===== src/rtl/mul_seq_pkg.sv =====
// Shared types for the sequential shift-add multiplier: FSM state encoding
// and the iteration-counter width helper.
package mul_seq_pkg;

  typedef enum logic [1:0] {
    ST_IDLE,
    ST_RUN,
    ST_DONE
  } state_e;

  // Counter must hold the value WIDTH itself, hence WIDTH+1 codes.
  function automatic int cnt_width(input int width);
    return $clog2(width + 1);
  endfunction

endpackage


===== src/rtl/mul_seq.sv =====
// Sequential shift-add multiplier (signed/unsigned); WIDTH cycles per product, or fewer with EARLY_EXIT.
// One operation in flight: in_ready only in IDLE, result held in DONE until out_ready.
module mul_seq
  import mul_seq_pkg::*;
#(
  parameter int WIDTH      = 8,
  parameter bit EARLY_EXIT = 1'b0
) (
  input  logic               clk,
  input  logic               rst_n,
  input  logic               in_valid,
  output logic               in_ready,
  input  logic [WIDTH-1:0]   a_in,
  input  logic [WIDTH-1:0]   b_in,
  input  logic               signed_mode,
  output logic               out_valid,
  input  logic               out_ready,
  output logic [2*WIDTH-1:0] result,
  output logic               busy
);

  localparam int CW = cnt_width(WIDTH);
  localparam int PW = 2 * WIDTH;

  state_e          state_q;
  logic [PW-1:0]   acc_q, mcand_q, result_q;
  logic [WIDTH-1:0] mplier_q;
  logic [CW-1:0]   cnt_q;
  logic            neg_q, in_ready_q, out_valid_q, busy_q;

  logic             a_neg, b_neg;
  logic [WIDTH-1:0] a_mag, b_mag;
  logic [PW-1:0]    acc_d, mcand_d, prod_d;
  logic [WIDTH-1:0] mplier_d;
  logic [CW-1:0]    cnt_d;
  logic             run_last;

  // Magnitudes are unsigned, so the most-negative operand maps to 2^(WIDTH-1).
  always_comb begin
    a_neg    = signed_mode & a_in[WIDTH-1];
    b_neg    = signed_mode & b_in[WIDTH-1];
    a_mag    = a_neg ? ('0 - a_in) : a_in;
    b_mag    = b_neg ? ('0 - b_in) : b_in;
    acc_d    = mplier_q[0] ? (acc_q + mcand_q) : acc_q;
    mcand_d  = mcand_q << 1;
    mplier_d = mplier_q >> 1;
    cnt_d    = cnt_q - CW'(1);
    run_last = (cnt_d == '0) || (EARLY_EXIT && (mplier_d == '0));
    prod_d   = neg_q ? ('0 - acc_d) : acc_d;
  end

  always_ff @(posedge clk) begin
    if (!rst_n) begin
      state_q     <= ST_IDLE;
      acc_q       <= '0;
      mcand_q     <= '0;
      mplier_q    <= '0;
      cnt_q       <= '0;
      neg_q       <= 1'b0;
      result_q    <= '0;
      in_ready_q  <= 1'b1;
      out_valid_q <= 1'b0;
      busy_q      <= 1'b0;
    end else begin
      case (state_q)
        ST_IDLE: begin
          if (in_valid) begin
            mcand_q    <= PW'(a_mag);
            mplier_q   <= b_mag;
            acc_q      <= '0;
            cnt_q      <= CW'(WIDTH);
            neg_q      <= a_neg ^ b_neg;
            state_q    <= ST_RUN;
            in_ready_q <= 1'b0;
            busy_q     <= 1'b1;
          end
        end
        ST_RUN: begin
          acc_q    <= acc_d;
          mcand_q  <= mcand_d;
          mplier_q <= mplier_d;
          cnt_q    <= cnt_d;
          if (run_last) begin
            result_q    <= prod_d;
            state_q     <= ST_DONE;
            out_valid_q <= 1'b1;
          end
        end
        ST_DONE: begin
          // Return to IDLE only; new operands wait for the next cycle.
          if (out_ready) begin
            state_q     <= ST_IDLE;
            out_valid_q <= 1'b0;
            busy_q      <= 1'b0;
            in_ready_q  <= 1'b1;
          end
        end
        default: begin
          state_q     <= ST_IDLE;
          in_ready_q  <= 1'b1;
          out_valid_q <= 1'b0;
          busy_q      <= 1'b0;
        end
      endcase
    end
  end

  assign in_ready  = in_ready_q;
  assign out_valid = out_valid_q;
  assign busy      = busy_q;
  assign result    = result_q;

endmodule


===== config.mk =====
export PLATFORM = sky130hd
export DESIGN_NAME = mul_seq
export DESIGN_NICKNAME = d
export VERILOG_FILES = /design/src/rtl/mul_seq_pkg.sv /design/src/rtl/mul_seq.sv
export SDC_FILE = /design/constraint.sdc
export NUM_CORES = 1
export LEC_CHECK = 0
export ABC_AREA = 1
export ABC_CLOCK_PERIOD_IN_PS = 2600
export CAP_MARGIN = 20
export CORE_MARGIN = 1.5
export CORE_UTILIZATION = 37
export CTS_BUF_LIST = sky130_fd_sc_hd__clkbuf_4 sky130_fd_sc_hd__clkbuf_8
export CTS_CLUSTER_SIZE = 14
export DETAILED_ROUTE_END_ITERATION = 8
export HOLD_SLACK_MARGIN = 0.08
export SETUP_SLACK_MARGIN = 0.2
export SYNTH_ARGS = -nofsm -noshare
export SYNTH_HDL_FRONTEND = slang
export SYNTH_SLANG_ARGS = --single-unit

===== constraint.sdc =====
create_clock -name clk -period 2.6 [get_ports clk]
set_input_delay 0.39 -clock clk [delete_from_list [all_inputs] [get_ports clk]]
set_output_delay 0.39 -clock clk [all_outputs]
set_load 0.05 [all_outputs]

# After elaboration in Yosys (flattened, before gate mapping)
# Index checks and enable logic that the tools add are counted.
[totals] reg_bits=66 out_inout_bits=19 inputBits=21
[op_classes] bitwise=5 reduce_logical=9 eq_ne=5 mux=24 n_addsub=5
[op_table] cell="2-to-1 mux 16 bit" count=4
[op_table] cell="case mux 16 bit (2 select lines)" count=2
[op_table] cell="2-to-1 mux 8 bit" count=3
[op_table] cell="adder 16 bit" count=1
[op_table] cell="case mux 8 bit (2 select lines)" count=1
[op_table] cell="subtractor 1 x 16 -> 16 bit (first input constant)" count=1
[op_table] cell="subtractor 1 x 8 -> 8 bit (first input constant)" count=2
[op_table] cell="case mux 1 bit (3 select lines)" count=3
[op_table] cell="AND reduction 3 bit" count=3
[op_table] cell="case mux 4 bit (2 select lines)" count=1
[op_table] cell="2-to-1 mux 2 bit" count=3
[op_table] cell="inequality test 2 bit (second input constant)" count=3
[op_table] cell="case mux 2 bit (3 select lines)" count=1
[op_table] cell="AND reduction 2 bit" count=3
[op_table] cell="2-to-1 mux 1 bit" count=5
[op_table] cell="logical NOT 4 bit" count=1
[op_table] cell="2-to-1 mux 4 bit" count=1
[op_table] cell="subtractor 4 x 1 -> 4 bit (second input constant)" count=1
[op_table] cell="AND 1 bit" count=2
[op_table] cell="== test 2 x 1 -> 1 bit (second input constant)" count=1
[op_table] cell="== test 2 bit (second input constant)" count=1
[op_table] cell="logical NOT 2 bit" count=1
[op_table] cell="NOT 1 bit" count=2
[op_table] cell="nonzero test 2 bit" count=1
[op_table] cell="bitwise XOR 1 bit" count=1

# Depth between registers and ports, before layout
# Gate-level depths: netlist (run 1).
[logic_depth] ltp_word=4 mapped_depth=20 mapped_depth_nobuf=19

# Worst setup path before layout (run 1)
# No wires, ideal clock.
[synth_path] kind="register to register" from="register acc_q[0]" to="register result_q[12], in the netlist result[12]" stages_incl_launch_ff=19 t_arrival_ns=2.232 period_less_slack_ns=2.341 slack_ns=0.259 cell_sequence="dfxtp_1 -> ha_1 -> fa_1 -> nand2_1 -> o21a_2 -> ha_1 -> inv_1 -> nor2_1 -> nand3_1 -> nor2_2 -> nand3_4 -> nor2_4 -> nand2_2 -> nand2_4 -> nand2_1 -> nand2_1 -> nand3_1 -> nand2_1 -> inv_1"
[synth_via] elab_chain_cells=4
[synth_lines] element="from (decl)" line_no="mul_seq.sv:26" source="logic [PW-1:0] acc_q, mcand_q, result_q;"
[synth_lines] element="from (signal assigned)" line_no="mul_seq.sv:55" source="acc_q <= '0;"
[synth_lines] element="from (signal assigned)" line_no="mul_seq.sv:70" source="acc_q <= '0;"
[synth_lines] element="from (signal assigned)" line_no="mul_seq.sv:79" source="acc_q <= acc_d;"
[synth_lines] element="adder 16 bit" line_no="mul_seq.sv:44" source="acc_d = mplier_q[0] ? (acc_q + mcand_q) : acc_q;"
[synth_lines] element="2-to-1 mux 16 bit (*)" line_no="mul_seq.sv:44"
[synth_lines] element="subtractor 1 x 16 -> 16 bit" line_no="mul_seq.sv:49" source="prod_d = neg_q ? ('0 - acc_d) : acc_d;"
[synth_lines] element="2-to-1 mux 16 bit (*)" line_no="mul_seq.sv:49"
[synth_lines] element="to (signal assigned)" line_no="mul_seq.sv:84" source="result_q <= prod_d;"
[synth_lines] element="to (decl)" line_no="mul_seq.sv:26"
# Mark *: on every way between the ends. The rest lies on a longest branch, timed or not.
# A chain may end at the register's enable or synchronous reset.

# Worst setup path after layout (run 1)
# Same ends and word-level chain as after synthesis.

==> impl_results.md, run 1 <==
- Final wirelength: 11,200 um
- Avg Cell Area, Syn: 6.52 sq um
- WL/cell: 12.7 um
- First DRT Iteration DRCs: 216
- Arr. time, crit path: 2630 ps
- Vias per cell: 5.03
- Clock Sinks: 66
- CTS root buf: clkbuf_8
- GR Overflow Total: 0
- HP Start: mplier_q[7]
- Height of the die: 113 um
- Final Setup Violations: 0
- Hold slack: 464 ps
- Internal reg-to-reg setup slack: 230 ps
- Clk_lat worst skew: 350 ps
- GRT Total Usage: 0.183
- Initial Util: 0.377
- Top cell type's share of synthesized area: 0.294
- CTS Buf Count: 9
- Die W: 113 um
- Hold endpoint: mplier_q[7]
- Worst slew margin: 0.659
- Cells after synthesis: 688
- Internal power: 0.00158 W
- Worst Path Required: 2860 ps
- Leak pwr: 2.37 nW
- Setup CP Type: reg -> reg
- Max_cap viols: 0
- CTS tree: yes
- Slew of the pin with the lowest slew margin: 510 ps
- RR Endpoint: result[12]
- List of most frequent post-synthesis cells: nand2_1 (215), inv_1 (77), dfxtp_1 (66), a21oi_1 (59), nand3_1 (50)
- Startpoint Class: flop
- Pins Over Slew Limit: 0
- Reg power frac: 0.461
- Clock tree buffer depth: 2
- Most numerous cell in the Yosys netlist: nand2_1
- Worst reg2reg path startpoint: acc_q[0]
- Fill cell count: 1,244
- EDFF count, synth: 0
- Cell Pwr Density: 445 nW/um^2
- # IOs: 40
- RSZ-0062 raised after global routing: yes
- Sw Share: 0.328
- Die area: 12,800 sq um
- CP max FO: 5
- Hpwl dp: 8300 um
- Synth Register Bits: 66
- Layout cells sized above 1: 0.145
- Fin. Hold Viols: 0
- Synthesized cell area: 4490 sq um
- Vias in the first global route: 4,299
- Initial antenna violation count: 0
- Final TNS setup: 0 ps
- Hold Crit Depth: 2
- Status: complete, no violations
- Largest net degree at the start of global routing: 43
- Combinational share of power: 0.233
- Worst-path clk slew: 70 ps
- Leading area contributor after synthesis: dfxtp_1
- Residual DRC: 0
- First-pass GRT wire length: 19,200 um
- Core area: 11,900 sq um
- Minimum clock period: 2370 ps
- Synth-to-layout area growth: 18.0%
- Post-synth top flop: dfxtp_1
- Placer Congestion: 0.878
- Clk network pwr share: 0.306
- Sequential fraction of the synthesis area: 0.294
- Vias: 4,429
- Yosys warning total: 0
- Worst Setup End Kind: flop
- DRT Pass-1 Iters: 4
- Overall power: 0.00236 W
- FP Rows: 40
- I/O Buffers: 39
- Hold WC Path Type: reg -> reg
- Ant diodes: 0
- Final Util: 0.445
- Path depth of the worst reg2reg path: 18
- Number of H-tree levels: 3
- Mapped Nets: 730
- Ys async rst share: 0
- Clock skew: 9.05 ps
- Period utilisation layout: 0.913
- Area contributors post-synth: dfxtp_1 (29%), nand2_1 (18%), a21oi_1 (6.6%)
- FF/Latch Area: 1330 sq um
- Sw Pwr: 0.000773 W
- Multi-input combinational cell area: 2790 sq um
- Synth unique cells: 41
- Nets: 773
- F_max: 0.421 GHz
- Hold buffers post-CTS: 0
- Maximum vdd drop: 0.260 mV
- Routed Antenna Nets: 0
registers in the layout (all words and copies together), names as in the netlist, 2 cells and up:
signal,flops
mcand_q,16
result,16
cnt_q,4
mplier_q,8
state_q,2
acc_q,16
final cells by class:
| type | count | area share |
|---|---|---|
| Multi-Input combinational cell | 515 | 0.526 |
| Clock buffer | 9 | 0.0234 |
| Sequential cell | 66 | 0.250 |
| Timing Repair Buffer | 57 | 0.103 |
| Tap cell | 147 | 0.0347 |
| Inverter | 82 | 0.0581 |
| Clock inverter | 4 | 0.00425 |
worst max-delay path by stage:
stage | cells after the start | end | from
6_report | 18 | result[12] | acc_q[0]
5_1_grt | 18 | result[12] | acc_q[0]
4_1_cts | 18 | result[12] | acc_q[0]
3_5_place_dp | 18 | result[12] | acc_q[0]
3_3_place_gp | 18 | result[12] | acc_q[0]
2_1_floorplan | 18 | result[12] | acc_q[0]
metrics by stage:
stage | area [sq um] | setup slack, ps | std cells
after floorplan | 4490 | 259 | 688
after global placement | 5010 | 135 | 860
after detailed placement | 5010 | 80.0 | 860
after CTS | 5210 | 183 | 876
after global routing | 5300 | 45.4 | 880
final | 5300 | 226 | 880
logic make-up (layout without fill, tap and decap cells):
kind of cell | after synthesis | count (layout) | share of synthesized area
flops | 66 | 66 | 0.294
fa+ha+maj | 21 | 21 | 0.0602
buf+inv | 107 | 152 | 0.102
compound gates | 119 | 119 | 0.155
xor+xnor | 8 | 8 | 0.0156
simple gates | 367 | 367 | 0.373
what timing repair did:
action,4_1_cts,5_1_grt
endpoints found under the setup margin,3,10
gates resized for setup,7,14
cloned,0,0
buffers inserted,3,4
pin swaps,7,21
cells in the final DEF (no fill, tap or decap), types with 2 or more instances in the layout:
cell and instances:
nand2_1 214, inv_1 76, dfxtp_1 63, a21oi_1 58
nand3_1 47, clkdlybuf4s50_1 39, nor2_1 35, o21ai_0 26
ha_1 18, a31oi_1 17, nand2_2 15, buf_4 15
nand3_2 11, or2_2 10, clkbuf_8 9, xor2_1 8
nor2_2 7, inv_2 6, nand4_1 6, nor3_1 5
nand2_4 5, nor2_4 4, o21ai_4 3, o21a_1 3
dfxtp_2 3, clkinv_2 3, o21a_2 2, o21ai_2 2
o31ai_1 2, and2_1 2, a21oi_2 2, o221ai_1 2
nand3b_1 2, ha_4 2, buf_6 2
critical path: stages, from the launching register on:
cell and delay [ps]:
dfxtp_2 360, ha_4 150, fa_2 420, nand2_1 80
o21a_2 190, ha_4 140, inv_2 30, nor2_2 80
nand3_2 100, nor2_4 130, nand3_4 80, nor2_4 110
nand2_2 70, nand2_4 80, nand2_2 60, nand2_1 60
nand3_1 60, nand2_1 60, inv_1 30
layer usage:
layer,global-route usage,vias up,part of all wire
met5,0,-,0
met4,0.0675,0,0.021
met3,0.0364,22,0.031
met2,0.324,78,0.48
met1,0.219,2016,0.47
li1,-,2313,-
power groups by stage:
stage / registers [W] / clock network (W) / logic [W]
after floorplan: 0.00113 / 0 / 0.000357
after global placement: 0.00111 / 0 / 0.000504
after detailed placement: 0.00111 / 0 / 0.000514
after CTS: 0.00109 / 0.000749 / 0.000526
after global routing: 0.00109 / 0.000783 / 0.000609
final: 0.00109 / 0.000721 / 0.000548
Power figures use the tool's default switching activity.
==> inputs of run 2 (changes only) <==
- CTS_CLUSTER_SIZE: 14 -> 30
==> results of run 2 <==
No change in the layout: final DEF, timing and power equal those of run 1.
